File: src/rtl/ddr_link_pkg.sv
// Definitions shared by the game-state sender and data_receiver: word geometry,
// section order of a frame and the control-word bit layout.
package ddr_link_pkg;

    localparam int WORD_WIDTH          = 16;
    localparam int STATUS_BYTES        = 4;
    localparam int NUM_ARROWS_PER_TYPE = 4;

    localparam int PAUSE_BIT = 8;
    localparam int NEXT_BIT  = 0;

    typedef enum logic [1:0] {
        SEC_CTRL   = 2'd0,
        SEC_SCORE  = 2'd1,
        SEC_STATUS = 2'd2,
        SEC_ARROWS = 2'd3
    } section_e;

    // Only the pause and next-song bits may be set in a control word.
    function automatic logic ctrl_word_bad(input logic [WORD_WIDTH-1:0] word);
        logic [WORD_WIDTH-1:0] mask;
        mask            = '0;
        mask[PAUSE_BIT] = 1'b1;
        mask[NEXT_BIT]  = 1'b1;
        return |(word & ~mask);
    endfunction

endpackage

File: src/rtl/frame_shadow_regs.sv
// Shadow registers that collect a frame word by word, and the output registers
// that take the whole frame in one cycle on commit.
module frame_shadow_regs
    import ddr_link_pkg::*;
#(
    parameter int WORD_WIDTH  = ddr_link_pkg::WORD_WIDTH,
    parameter int STAT_WORDS  = ddr_link_pkg::STATUS_BYTES / 2,
    parameter int ARROW_WORDS = 4 * ddr_link_pkg::NUM_ARROWS_PER_TYPE,
    parameter int STAT_W      = 1,
    parameter int AR_W        = 4
) (
    input  logic                              clk,
    input  logic                              rst_n,
    input  logic                              clear,
    input  logic                              wr_ctrl,
    input  logic                              wr_score,
    input  logic                              wr_status,
    input  logic                              wr_arrow,
    input  logic [STAT_W-1:0]                 stat_idx,
    input  logic [AR_W-1:0]                   ar_idx,
    input  logic [WORD_WIDTH-1:0]             wdata,
    input  logic                              commit,
    output logic                              pause,
    output logic                              next_song,
    output logic [WORD_WIDTH-1:0]             score,
    output logic [STAT_WORDS*WORD_WIDTH-1:0]  status,
    output logic [ARROW_WORDS*WORD_WIDTH-1:0] arrows
);

    logic                              sh_pause_q,  sh_pause_d;
    logic                              sh_next_q,   sh_next_d;
    logic [WORD_WIDTH-1:0]             sh_score_q,  sh_score_d;
    logic [STAT_WORDS*WORD_WIDTH-1:0]  sh_status_q, sh_status_d;
    logic [ARROW_WORDS*WORD_WIDTH-1:0] sh_arrows_q, sh_arrows_d;

    // Commit loads the _d values so the word written on the commit cycle lands too.
    always_comb begin
        sh_pause_d  = sh_pause_q;
        sh_next_d   = sh_next_q;
        sh_score_d  = sh_score_q;
        sh_status_d = sh_status_q;
        sh_arrows_d = sh_arrows_q;
        if (clear) begin
            sh_pause_d  = 1'b0;
            sh_next_d   = 1'b0;
            sh_score_d  = '0;
            sh_status_d = '0;
            sh_arrows_d = '0;
        end else begin
            if (wr_ctrl) begin
                sh_pause_d = wdata[PAUSE_BIT];
                sh_next_d  = wdata[NEXT_BIT];
            end
            if (wr_score) begin
                sh_score_d = wdata;
            end
            for (int k = 0; k < STAT_WORDS; k++) begin
                if (wr_status && int'(stat_idx) == k) begin
                    sh_status_d[(STAT_WORDS-1-k)*WORD_WIDTH +: WORD_WIDTH] = wdata;
                end
            end
            for (int k = 0; k < ARROW_WORDS; k++) begin
                if (wr_arrow && int'(ar_idx) == k) begin
                    sh_arrows_d[(ARROW_WORDS-1-k)*WORD_WIDTH +: WORD_WIDTH] = wdata;
                end
            end
        end
    end

    always_ff @(posedge clk or negedge rst_n) begin
        if (!rst_n) begin
            sh_pause_q  <= 1'b0;
            sh_next_q   <= 1'b0;
            sh_score_q  <= '0;
            sh_status_q <= '0;
            sh_arrows_q <= '0;
            pause       <= 1'b0;
            next_song   <= 1'b0;
            score       <= '0;
            status      <= '0;
            arrows      <= '0;
        end else begin
            sh_pause_q  <= sh_pause_d;
            sh_next_q   <= sh_next_d;
            sh_score_q  <= sh_score_d;
            sh_status_q <= sh_status_d;
            sh_arrows_q <= sh_arrows_d;
            if (commit) begin
                pause     <= sh_pause_d;
                next_song <= sh_next_d;
                score     <= sh_score_d;
                status    <= sh_status_d;
                arrows    <= sh_arrows_d;
            end
        end
    end

endmodule

File: src/rtl/data_receiver.sv
// Receive side of the game-state link: rebuilds one frame from the 16-bit word
// stream and commits it atomically. Optional inter-word timeout: FRAME_TIMEOUT_EN.
module data_receiver
    import ddr_link_pkg::*;
#(
    parameter int WORD_WIDTH          = ddr_link_pkg::WORD_WIDTH,
    parameter int STATUS_BYTES        = ddr_link_pkg::STATUS_BYTES,
    parameter int NUM_ARROWS_PER_TYPE = ddr_link_pkg::NUM_ARROWS_PER_TYPE,
    parameter int TIMEOUT_CYCLES      = 1000
) (
    input  logic                                         clk,
    input  logic                                         rst_n,
    input  logic                                         start_recv,
    input  logic [WORD_WIDTH-1:0]                        in_data,
    input  logic                                         in_valid,
    output logic                                         in_ready,
    output logic                                         pause,
    output logic                                         next_song,
    output logic [WORD_WIDTH-1:0]                        score,
    output logic [STATUS_BYTES*8-1:0]                    status,
    output logic [4*NUM_ARROWS_PER_TYPE*WORD_WIDTH-1:0]  arrows,
    output logic                                         frame_valid,
    output logic                                         frame_err,
    output logic                                         busy
);

    // state    | meaning
    // IDLE     | no frame in progress, waiting for start_recv
    // CTRL     | expecting the control word (pause / next-song)
    // SCORE    | expecting the score word
    // STATUS   | expecting status words, two bytes each
    // ARROWS   | expecting arrow words
    // DONE     | one cycle: outputs committed or frame discarded
    localparam logic [2:0] S_CTRL   = {1'b0, SEC_CTRL};
    localparam logic [2:0] S_SCORE  = {1'b0, SEC_SCORE};
    localparam logic [2:0] S_STATUS = {1'b0, SEC_STATUS};
    localparam logic [2:0] S_ARROWS = {1'b0, SEC_ARROWS};
    localparam logic [2:0] S_IDLE   = 3'b100;
    localparam logic [2:0] S_DONE   = 3'b101;

    localparam int STAT_WORDS  = STATUS_BYTES / 2;
    localparam int ARROW_WORDS = 4 * NUM_ARROWS_PER_TYPE;
    localparam int STAT_W      = (STAT_WORDS  > 1) ? $clog2(STAT_WORDS)  : 1;
    localparam int AR_W        = (ARROW_WORDS > 1) ? $clog2(ARROW_WORDS) : 1;
    localparam logic [STAT_W-1:0] STAT_LAST = STAT_W'(STAT_WORDS - 1);
    localparam logic [AR_W-1:0]   AR_LAST   = AR_W'(ARROW_WORDS - 1);

    logic [2:0]        state_q, state_d;
    logic [STAT_W-1:0] stat_cnt_q, stat_cnt_d;
    logic [AR_W-1:0]   ar_cnt_q, ar_cnt_d;
    logic              err_q, err_d;
    logic              in_ready_q, frame_valid_q, frame_err_q;
    logic              xfer, timeout_hit;
    logic              wr_ctrl, wr_score, wr_status, wr_arrow;
    logic              clear, commit, discard;

    assign busy        = (state_q != S_IDLE);
    assign in_ready    = in_ready_q;
    assign frame_valid = frame_valid_q;
    assign frame_err   = frame_err_q;

    // A start pulse or a timeout on the same cycle swallows the offered word.
    assign xfer = in_valid && in_ready_q && !start_recv && !timeout_hit;

`ifdef FRAME_TIMEOUT_EN
    localparam int GAP_W = $clog2(TIMEOUT_CYCLES + 1);
    logic [GAP_W-1:0] gap_q;

    assign timeout_hit = busy && !start_recv && (gap_q == GAP_W'(TIMEOUT_CYCLES));

    always_ff @(posedge clk or negedge rst_n) begin
        if (!rst_n) begin
            gap_q <= '0;
        end else if (!busy || start_recv || timeout_hit || xfer) begin
            gap_q <= '0;
        end else begin
            gap_q <= gap_q + 1'b1;
        end
    end
`else
    logic unused_timeout_cfg;
    assign unused_timeout_cfg = (TIMEOUT_CYCLES != 0);
    assign timeout_hit        = 1'b0;
`endif

    always_comb begin
        state_d    = state_q;
        stat_cnt_d = stat_cnt_q;
        ar_cnt_d   = ar_cnt_q;
        err_d      = err_q;
        wr_ctrl    = 1'b0;
        wr_score   = 1'b0;
        wr_status  = 1'b0;
        wr_arrow   = 1'b0;
        clear      = 1'b0;
        commit     = 1'b0;
        discard    = 1'b0;
        if (start_recv) begin
            state_d    = S_CTRL;
            stat_cnt_d = '0;
            ar_cnt_d   = '0;
            err_d      = 1'b0;
            clear      = 1'b1;
        end else if (timeout_hit) begin
            state_d    = S_IDLE;
            stat_cnt_d = '0;
            ar_cnt_d   = '0;
            err_d      = 1'b0;
            clear      = 1'b1;
            discard    = 1'b1;
        end else begin
            case (state_q)
                S_CTRL: if (xfer) begin
                    wr_ctrl = 1'b1;
                    if (ctrl_word_bad(in_data)) err_d = 1'b1;
                    state_d = S_SCORE;
                end
                S_SCORE: if (xfer) begin
                    wr_score = 1'b1;
                    state_d  = S_STATUS;
                end
                S_STATUS: if (xfer) begin
                    wr_status = 1'b1;
                    if (stat_cnt_q == STAT_LAST) begin
                        stat_cnt_d = '0;
                        state_d    = S_ARROWS;
                    end else begin
                        stat_cnt_d = stat_cnt_q + 1'b1;
                    end
                end
                // Commit/discard is decided with the last word so the pulse
                // and the new outputs appear together during DONE.
                S_ARROWS: if (xfer) begin
                    wr_arrow = 1'b1;
                    if (ar_cnt_q == AR_LAST) begin
                        ar_cnt_d = '0;
                        state_d  = S_DONE;
                        commit   = !err_q;
                        discard  = err_q;
                    end else begin
                        ar_cnt_d = ar_cnt_q + 1'b1;
                    end
                end
                S_DONE: begin
                    err_d   = 1'b0;
                    state_d = S_IDLE;
                end
                default: state_d = S_IDLE;
            endcase
        end
    end

    always_ff @(posedge clk or negedge rst_n) begin
        if (!rst_n) begin
            state_q       <= S_IDLE;
            stat_cnt_q    <= '0;
            ar_cnt_q      <= '0;
            err_q         <= 1'b0;
            in_ready_q    <= 1'b0;
            frame_valid_q <= 1'b0;
            frame_err_q   <= 1'b0;
        end else begin
            state_q       <= state_d;
            stat_cnt_q    <= stat_cnt_d;
            ar_cnt_q      <= ar_cnt_d;
            err_q         <= err_d;
            in_ready_q    <= (state_d != S_IDLE) && (state_d != S_DONE);
            frame_valid_q <= commit;
            frame_err_q   <= discard;
        end
    end

    frame_shadow_regs #(
        .WORD_WIDTH  (WORD_WIDTH),
        .STAT_WORDS  (STAT_WORDS),
        .ARROW_WORDS (ARROW_WORDS),
        .STAT_W      (STAT_W),
        .AR_W        (AR_W)
    ) u_shadow (
        .clk       (clk),
        .rst_n     (rst_n),
        .clear     (clear),
        .wr_ctrl   (wr_ctrl),
        .wr_score  (wr_score),
        .wr_status (wr_status),
        .wr_arrow  (wr_arrow),
        .stat_idx  (stat_cnt_q),
        .ar_idx    (ar_cnt_q),
        .wdata     (in_data),
        .commit    (commit),
        .pause     (pause),
        .next_song (next_song),
        .score     (score),
        .status    (status),
        .arrows    (arrows)
    );

endmodule
File: config.mk
export PLATFORM = sky130hd
export DESIGN_NAME = data_receiver
export DESIGN_NICKNAME = d
export VERILOG_FILES = /design/src/rtl/ddr_link_pkg.sv /design/src/rtl/frame_shadow_regs.sv /design/src/rtl/data_receiver.sv
export SDC_FILE = /design/constraint.sdc
export NUM_CORES = 1
export LEC_CHECK = 0
export BUFFER_PORTS_ARGS = -buffer_cell sky130_fd_sc_hd__buf_2
export CAP_MARGIN = 20
export CORE_MARGIN = 5
export CORE_UTILIZATION = 35
export DETAILED_ROUTE_END_ITERATION = 16
export PLACE_DENSITY = 0.56
export SLEW_MARGIN = 10
export SYNTH_ARGS = -nofsm -noshare
export SYNTH_HDL_FRONTEND = slang
export SYNTH_SLANG_ARGS = --single-unit
File: constraint.sdc
create_clock -name clk -period 2.9 [get_ports clk]
set_input_delay 0.29 -clock clk [delete_from_list [all_inputs] [get_ports clk]]
set_output_delay 0.29 -clock clk [all_outputs]
set_load 0.03 [all_outputs]
==> flow_summary.ini, run 1 <==
[outcome]
status = finished, final reports clean

[sta]
slew_headroom_pct = 32.9
setup_viol = 0
maxSlewViolCount = 0
fin_crit_ps = 2700
hold_viol_final = 0
tightest_slew_ps = 1010
rsz0062_at_grt = false
clock_skew_ps = 25.5
finalSetupTns_ps = 0
max_freq_mhz = 370
period_share_pct = 93.2
setup_ws_ps = 198

[clock_tree]
path_clk_slew_ps = 60
cts_max_path_buffers = 3
post_cts_resized = 0
cts_buffers = 67
cts-root-buf = clkbuf_16
cts_tree = yes
clock-sinks = 608
cts-htree-levels = 3
cts_setup_buffers = 0
clk_latency_ps = 600

[synthesis]
synthesis.area_mm2 = 0.0240
synthArstFlopShare_pct = 100
syn_area_per_cell_um2 = 9.94
syn-instance-count = 2416
synth-edff-count = 0
synth_top_area_share_pct = 63.2
synthAdderAreaFrac_pct = 0.208
synth_top_area_cell = dfrtp_1
synth_nets = 2440
synth_top_family_by_area = simple AND/OR/NAND/NOR gates
synth_seq_cells = 608
yosysUniqueCellTypes = 55
yosysWarnings = 0
yosysSeqAreaShare_pct = 63.3
netlist_top_cells_area = dfrtp_1 (63%), nand2_1 (14%), a21oi_1 (5.4%)
ys.flop_type = dfrtp_1
synth-simple-area-share_pct = 19.6
synth_xor_area_share_pct = 0.0729
synth_compound_area_share_pct = 7.21
synth.area.mux_share_pct = 5.44

[global_route]
antenna_found_initial = 0
grt-ovfl-total = 0
grt_pass1_vias = 17975
grt-busiest-layer = met2
track_usage_pct = 19.4
grt_start_max_net_pins = 260
grt_pass1_wl_mm = 112
grt_use_met1_pct = 26.1
use_met2_pct = 31.4
use_met3_pct = 4.77

[detailed_routing]
vias = 17809
drt_iter0_markers = 1192
drt-vias-per-instance = 4.95
firstDrtPassIters = 5
antenna_left = 0
drt-total-wl_mm = 72.8
post_drt_wl_per_cell_um = 20.2
route.detailed.drc = 0

[power_and_ir_drop]
power_leakage_nw = 14.9
irDropWorstVdd_v = 0.000371
power.density_mw_per_mm2 = 617
finalPower_mw = 17.6

[floorplanning]
io_pins = 330
chipWidth_um = 272
initial_core_util_pct = 35.1
die_height_um = 272
die-area_mm2 = 0.0740
core-area_mm2 = 0.0683
rows = 96

[final_layout]
layout_common_cells = nand2_1 (928), dfrtp_1 (607), buf_2 (327), a21oi_1 (257), nor2_1 (123)
instances_no_fill = 3598
layout-drive-gt1-share_pct = 20.6
ff_latch_area_mm2 = 0.0152
multiInputGateArea_mm2 = 0.00782
syn2layout_area_growth_pct = 19.0
layout_commonest_cell = nand2_1
nFillCells = 6612
final_util_pct = 41.8
final_nets = 2690

[setup_path]
critPathArrivalTime_ps = 3120
end_kind = register
path_class = reg2reg
critPathLaunchType = register
required_ps = 3320
critPathMaxFanout = 186

[min_path]
min_path_type = in2reg

[placement]
dpl_worst_slack_ps = 471
hpwlAfterDp_mm = 43.8
place.gp.congestion = 0.779
io_buffers = 329
dp_cells = 3477

[flow_run]
max_cap_viol_count = 0
[synthesized netlist by cell type, types with 2 or more instances]
cell and number:
xnor2_1 2, clkbuf_1 84, a21oi_1 257, nand4_1 12, and3_1 4, clkbuf_2 5, buf_2 72, and4_1 9
a31oi_1 16, nor2b_1 32, nand3_1 20, buf_1 5, mux2_4 16, inv_1 4, nand2_1 928, dfrtp_1 607
buf_6 19, mux2_2 52, nor4_1 3, ha_1 4, nor3_1 2, and2_1 2, mux2i_1 48, nor3_2 2
nand4_4 2, and2b_1 4, o21ai_0 39, a21o_1 2, buf_4 4, o21ai_1 13, nor2_1 123
[repair_timing]
| action | CTS | global route |
|---|---|---|
| hold buffers | 1 | 0 |
| hold endpoints to repair | 65 | 0 |
| setup endpoints to repair | 0 | 0 |
[per-layer routing]
layer | wire [µm] | vias up | share of wire [%]
met5 | 0 | - | 0
met4 | 1590 | 0 | 2.2
met3 | 4840 | 94 | 6.7
met2 | 34200 | 491 | 47
met1 | 32200 | 8965 | 44
li1 | - | 8259 | -
[registers in the layout, indices dropped and copies added (netlist names)]
name / count
u_shadow.sh_status_q: 32
stat_cnt_q: 1
in_ready: 1
frame_valid: 1
u_shadow.score: 16
frame_err: 1
u_shadow.status: 32
u_shadow.sh_score_q: 16
u_shadow.next_song: 1
u_shadow.sh_next_q: 1
u_shadow.sh_arrows_q: 240
ar_cnt_q: 4
err_q: 1
u_shadow.sh_pause_q: 1
u_shadow.pause: 1
u_shadow.arrows: 256
state_q: 3
[area by class of cell]
class,instances,area share [%]
sequential,608,53.2
clock inverter,29,1.22
multi-input combinational,1613,27.3
timing repair buffer,371,7.71
antenna,1,0.00875
clock buffer,89,6.54
inverter,5,0.0832
tap,882,3.86
[stage by stage]
| stage | hold slack, ps | cell area [µm²] |
|---|---|---|
| after floorplan | -5.59 | 24000 |
| after CTS | 26.1 | 28600 |
| after detailed placement | 432 | 26300 |
| after global routing | 41.9 | 28600 |
| final | 72.8 | 28600 |
| after global placement | 438 | 26300 |
[critical path: stages, from the launching register on]
cell and delay [ps]:
dfrtp_1 450, ha_1 230, nand3_2 150, or4_4 600, buf_12 250, buf_16 270
nand2_1 210, o21ai_0 110
[worst paths after layout]
kind,start,end,slack (ps),depth (start not counted)
min in group asynchronous,rst_n,u_shadow.sh_arrows_q[71],370,2
max reg2reg,ar_cnt_q[0],u_shadow.arrows[110],200,7
max in group asynchronous,rst_n,u_shadow.sh_arrows_q[104],1640,3
min,in_valid,state_q[1],70,3
min reg2reg,u_shadow.arrows[124],u_shadow.arrows[124],460,2
max,ar_cnt_q[0],u_shadow.arrows[110],200,7
[logic make-up after synthesis]
family,count (synthesis)
mux,116
fa+ha+maj,4
xor+xnor,2
simple gates,1156
flops,608
compound gates,335
buf+inv,195
[power breakdown]
part	switching (mW)	leakage, nW	total [mW]	internal, mW
combinational	0.466	5.29	0.565	0.0990
clock	3.46	1.10	8.56	5.10
sequential	0.0122	8.48	8.52	8.50
total	3.94	14.9	17.6	13.7
Power figures use the tool's default switching activity.
==> run 2, diff against run 1 <==
--- a/config.mk
+++ b/config.mk
@@ -10,7 +10,7 @@
 export CORE_MARGIN = 5
 export CORE_UTILIZATION = 35
 export DETAILED_ROUTE_END_ITERATION = 16
-export PLACE_DENSITY = 0.56
+export PLACE_DENSITY = 0.64
 export SLEW_MARGIN = 10
 export SYNTH_ARGS = -nofsm -noshare
 export SYNTH_HDL_FRONTEND = slang
==> run 2 against run 1 <==
- critical path depth unchanged
- worst hold slack better by 210 ps
- total power is 2.1% higher
- count of clock-buffer cells in the layout up 11
- largest cell class unchanged
- highest routed layer unchanged
==> flow_summary.ini, run 2 (synthesized netlist as in run 1, its figures left out) <==
[sta]
maxSlewViolCount = 0
finalSetupTns_ps = 0
period_share_pct = 82.0
tightest_slew_ps = 955
clock_skew_ps = 26.4
setup_viol = 0
max_freq_mhz = 420
fin_crit_ps = 2380
slew_headroom_pct = 36.4
rsz0062_at_grt = false
fin_hold_ws_ps = 279
hold_viol_final = 0

[flow_run]
max_cap_viol_count = 0

[floorplanning]
chipWidth_um = 272
die-area_mm2 = 0.0740
io_pins = 330
die_height_um = 272
initial_core_util_pct = 35.1
rows = 96
core-area_mm2 = 0.0683

[setup_path]
cp_slowest_cell = or4_4
path_buf_inv = 2
critPathMaxFanout = 48
crit_family = simple AND/OR/NAND/NOR gates
path_class = reg2reg
crit_chain = ha_1 > nand3_2 > or4_4 > inv_6 > buf_12 > nor2_1 > a31oi_1
end_kind = register
required_ps = 3410
max_stage_delay_ps = 620
critPathLaunchType = register
critPathArrivalTime_ps = 2890

[placement]
hpwlAfterDp_mm = 42.8
placed_cell_area_mm2 = 0.0265
place.gp.congestion = 0.755
io_buffers = 329

[final_layout]
multiInputGateArea_mm2 = 0.00782
ff_latch_area_mm2 = 0.0152
largest_reg_flops = 256
nFillCells = 6579
layout_commonest_cell = nand2_1
insertedDiodeCount = 0
final_util_pct = 42.2
regMostFlops = u_shadow.arrows
syn2layout_area_growth_pct = 20.1
final_nets = 2712
layout-drive-gt1-share_pct = 21.2
design_area_mm2 = 0.0289
reg_top3 = u_shadow.arrows: 256 flops, u_shadow.sh_arrows_q: 240 flops
layout_common_cells = nand2_1 (928), dfrtp_1 (607), buf_2 (327), a21oi_1 (257), nor2_1 (123)

[power_and_ir_drop]
switching_share_pct = 22.6
combPwrFrac_pct = 3.1
irDropWorstVdd_v = 0.000374
power_leakage_nw = 15.0
power.density_mw_per_mm2 = 624
finalPower_mw = 18.0
clkPwrFrac_pct = 49.6
switching_power_mw = 4.06
intPower_mw = 13.9
p_seq_share_pct = 47.3

[detailed_routing]
post_drt_wl_per_cell_um = 19.6
vias = 17762
drt-vias-per-instance = 4.90
antenna_left = 0
route.detailed.drc = 0
firstDrtPassIters = 5
drt-total-wl_mm = 71.1
drt_iter0_markers = 1449

[global_route]
grt_pass1_vias = 17892
grt-ovfl-total = 0
grt-busiest-layer = met2
grt_use_met1_pct = 26.8
antenna_found_initial = 2
use_met2_pct = 30.1
grt_start_max_net_pins = 148
use_met3_pct = 4.04
track_usage_pct = 19.1
grt_pass1_wl_mm = 110

[clock_tree]
cts-root-buf = clkbuf_16
cts_max_path_buffers = 3
cts_tree = yes
clk_latency_ps = 610
path_clk_slew_ps = 60
cts-htree-levels = 3
clock-sinks = 608
cts_buffers = 68

[outcome]
status = finished, final reports clean

[min_path]
min_path_type = in2reg
[run 2: area by class of cell]
type | count | area share [%]
Inverter | 5 | 0.0824
Multi-Input combinational cell | 1613 | 27.1
Sequential cell | 608 | 52.7
Tap cell | 882 | 3.82
Clock buffer | 100 | 7.01
Clock inverter | 23 | 1.11
Timing Repair Buffer | 392 | 8.18
[run 2: worst paths after layout]
path / from / end / cells past startpoint / slack (ps)
max: ar_cnt_q[0] / u_shadow.arrows[39] / 7 / 520
min: in_data[2] / u_shadow.sh_arrows_q[82] / 3 / 280
max reg2reg: ar_cnt_q[0] / u_shadow.arrows[39] / 7 / 520
min reg2reg: u_shadow.arrows[202] / u_shadow.arrows[202] / 2 / 460
max in group asynchronous: rst_n / u_shadow.arrows[219] / 4 / 1700
min in group asynchronous: rst_n / u_shadow.sh_arrows_q[26] / 2 / 290
[run 2: timing repair]
action                    CTS  global route
hold buffers                3             0
setup buffers               0             0
gates resized for setup     0             0
hold endpoints to repair   59             0
[run 2: through the flow]
step / std cells / worst slack (ps)
3_3_place_gp: 3497 / 547
6_report: 3623 / 521
5_1_grt: 3623 / 350
4_1_cts: 3623 / 503
3_5_place_dp: 3497 / 498
2_1_floorplan: 2416 / 734
[run 2: worst reg2reg max path: cells and delay by family (launching register included)]
kind,cells,cell delay [ps]
AO/OA/AOI/OAI,1,160
flip-flops,1,450
buffers and inverters,2,580
AND/OR/NAND/NOR,3,880
adder cells (fa/ha/maj),1,230
[run 2: power by group through the flow]
stage | combinational, mW | sequential [mW] | clock (mW)
3_5_place_dp | 0.578 | 8.67 | 0
6_report | 0.563 | 8.52 | 8.93
2_1_floorplan | 0.199 | 8.67 | 0
3_3_place_gp | 0.577 | 8.67 | 0
5_1_grt | 0.622 | 8.51 | 9.48
4_1_cts | 0.582 | 8.52 | 9.14
[run 2: per-layer routing]
layer | vias to the layer above | routed length, µm
li1 | 8337 | -
met1 | 8783 | 32300
met2 | 552 | 32600
met3 | 90 | 4530
met4 | 0 | 1590
met5 | - | 0
==> run 3, diff against run 2 <==
--- a/config.mk
+++ b/config.mk
@@ -10,7 +10,7 @@
 export CORE_MARGIN = 5
 export CORE_UTILIZATION = 35
 export DETAILED_ROUTE_END_ITERATION = 16
-export PLACE_DENSITY = 0.64
+export PLACE_DENSITY = 0.66
 export SLEW_MARGIN = 10
 export SYNTH_ARGS = -nofsm -noshare
 export SYNTH_HDL_FRONTEND = slang
==> constraint.sdc (replaced) <==
create_clock -name clk -period 2.1 [get_ports clk]
set_input_delay 0.21 -clock clk [delete_from_list [all_inputs] [get_ports clk]]
set_output_delay 0.21 -clock clk [all_outputs]
set_load 0.03 [all_outputs]
==> run 3 against run 2 <==
- via count grew 1.7%
- register-to-register slack lost 440 ps
- clock power grew 29%
- largest power group is now sequential cells
- worst setup slack lost 440 ps
- critical path depth shrank 1
- combinational power grew 45%
- die area is the same
- clock skew shrank 4.0 ps
- global-route usage is essentially flat
- routed wire length grew 0.68%
- non-clock buffer count grew 53
==> flow_summary.ini, run 3 (synthesized netlist as in run 1, its figures left out) <==
[global_route]
grt-ovfl-total = 0
antenna_found_initial = 1
track_usage_pct = 19.1
grt_pass1_vias = 18127
grt_pass1_wl_mm = 110
grt_start_max_net_pins = 174

[placement]
dp_cells = 3548
hpwlAfterDp_mm = 45.2
io_buffers = 329
place.gp.congestion = 0.760

[detailed_routing]
drt_iter0_markers = 1380
drt-total-wl_mm = 71.6
post_drt_wl_per_cell_um = 19.5
vias = 18065
antenna_left = 0
route.detailed.drc = 0
drt-vias-per-instance = 4.92
firstDrtPassIters = 5

[outcome]
status = finished, final reports clean

[clock_tree]
cts-root-buf = clkbuf_16
cts_max_path_buffers = 3
path_clk_slew_ps = 60
cts-htree-levels = 3
clock-sinks = 608
cts_tree = yes
clk_latency_ps = 590
cts_buffers = 66

[final_layout]
insertedDiodeCount = 0
final_nets = 2763
layout-drive-gt1-share_pct = 22.7
instances_no_fill = 3671
layout_common_cells = nand2_1 (928), dfrtp_1 (606), buf_2 (327), a21oi_1 (257), nor2_1 (123)
regMostFlops = u_shadow.arrows
largest_reg_flops = 256
layout_commonest_cell = nand2_1
syn2layout_area_growth_pct = 21.7
reg_top3 = u_shadow.arrows: 256 flops, u_shadow.sh_arrows_q: 240 flops

[sta]
slew_headroom_pct = 37.8
period_share_pct = 96.2
hold_viol_final = 0
fin_hold_ws_ps = 88.9
maxSlewViolCount = 0
fin_crit_ps = 2020
rsz0062_at_grt = true
setup_viol = 0
max_freq_mhz = 495
tightest_slew_ps = 933
clock_skew_ps = 22.4

[floorplanning]
io_pins = 330
rows = 96
chipWidth_um = 272
initial_core_util_pct = 35.1
core-area_mm2 = 0.0683
die_height_um = 272
die-area_mm2 = 0.0740

[setup_path]
end_kind = register
reg2reg_from = ar_cnt_q[1]
worstSetupStartpoint = ar_cnt_q[1]
critPathLaunchType = register
max_stage_delay_ps = 380
r2r_cells = 6
crit_chain = ha_1 > nand3_2 > buf_4 > nor4_4 > buf_4 > mux2_2
path_common_cell = buf_4
critPathMaxFanout = 20
required_ps = 2570
cp_slowest_cell = mux2_2
critPathArrivalTime_ps = 2490
path_class = reg2reg

[power_and_ir_drop]
finalPower_mw = 24.1
power_leakage_nw = 15.3
power.density_mw_per_mm2 = 824
irDropWorstVdd_v = 0.000508

[min_path]
min_path_type = in2reg
holdPathStages = 3
hp-start = in_data[2]

[flow_run]
max_cap_viol_count = 0
[run 3: cell types whose count changed in the layout (fill, tap and decap cells not counted), sizes merged]
cell	previous run	this run
clkinv	11	12
buf	389	442
bufinv	5	2
clkbuf	100	101
inv	9	8
dlygate4sd3	3	2
clkinvlp	3	1
[run 3: path summary, 6_finish.rpt]
path                                             end  slack (ps)
min                         u_shadow.sh_arrows_q[34]          90
min reg2reg                     u_shadow.arrows[199]         460
min in group asynchronous  u_shadow.sh_arrows_q[113]         150
max in group asynchronous        u_shadow.status[23]        1070
max reg2reg                        u_shadow.score[3]          80
max                                u_shadow.score[3]          80
[run 3: power breakdown]
| group | internal, mW | leakage [nW] | switching (mW) |
|---|---|---|---|
| clock | 6.76 | 1.07 | 4.75 |
| sequential | 11.7 | 8.48 | 0.0131 |
| combinational | 0.171 | 5.71 | 0.646 |
| total | 18.7 | 15.3 | 5.40 |
[run 3: layer usage]
layer / share of wire [%] / routed length, µm / up-vias / global-route usage [%]
met5: 0 / 0 / - / 0
met4: 2.2 / 1590 / 0 / 4.76
met3: 6.8 / 4860 / 106 / 4.40
met2: 47 / 33600 / 558 / 30.6
met1: 44 / 31500 / 8972 / 26.4
li1: - / - / 8429 / -
[run 3: repair_timing]
item,CTS,global route
cloned,0,1
gates resized for setup,3,6
hold buffers,2,0
hold endpoints to repair,316,0
setup endpoints to repair,31,68
setup buffers,2,0
[run 3: final cells by class]
cell class	instances	area, µm²
Clock buffer	100	1970
Clock inverter	18	188
Fill cell	6489	39100
Inverter	5	23.8
Multi-Input combinational cell	1613	7830
Sequential cell	608	15200
Tap cell	882	1100
Timing Repair Buffer	445	2890
[run 3: critical path: cells and delay by family (launching register included)]
family	cells	cell delay, ps
simple gates	2	440
fa+ha+maj	1	190
buf+inv	2	520
flops	1	350
mux	1	380
[run 3: per-stage QoR]
step	util, %	setup TNS, ps	setup WS [ps]	area, µm²
3_3_place_gp	39.4	0	17.3	27000
2_1_floorplan	-	0	5.11	24000
5_1_grt	42.8	-319	-22.5	29200
6_report	42.8	0	80.7	29200
3_5_place_dp	39.4	-93.2	-25.2	27000
4_1_cts	42.7	0	48.6	29200
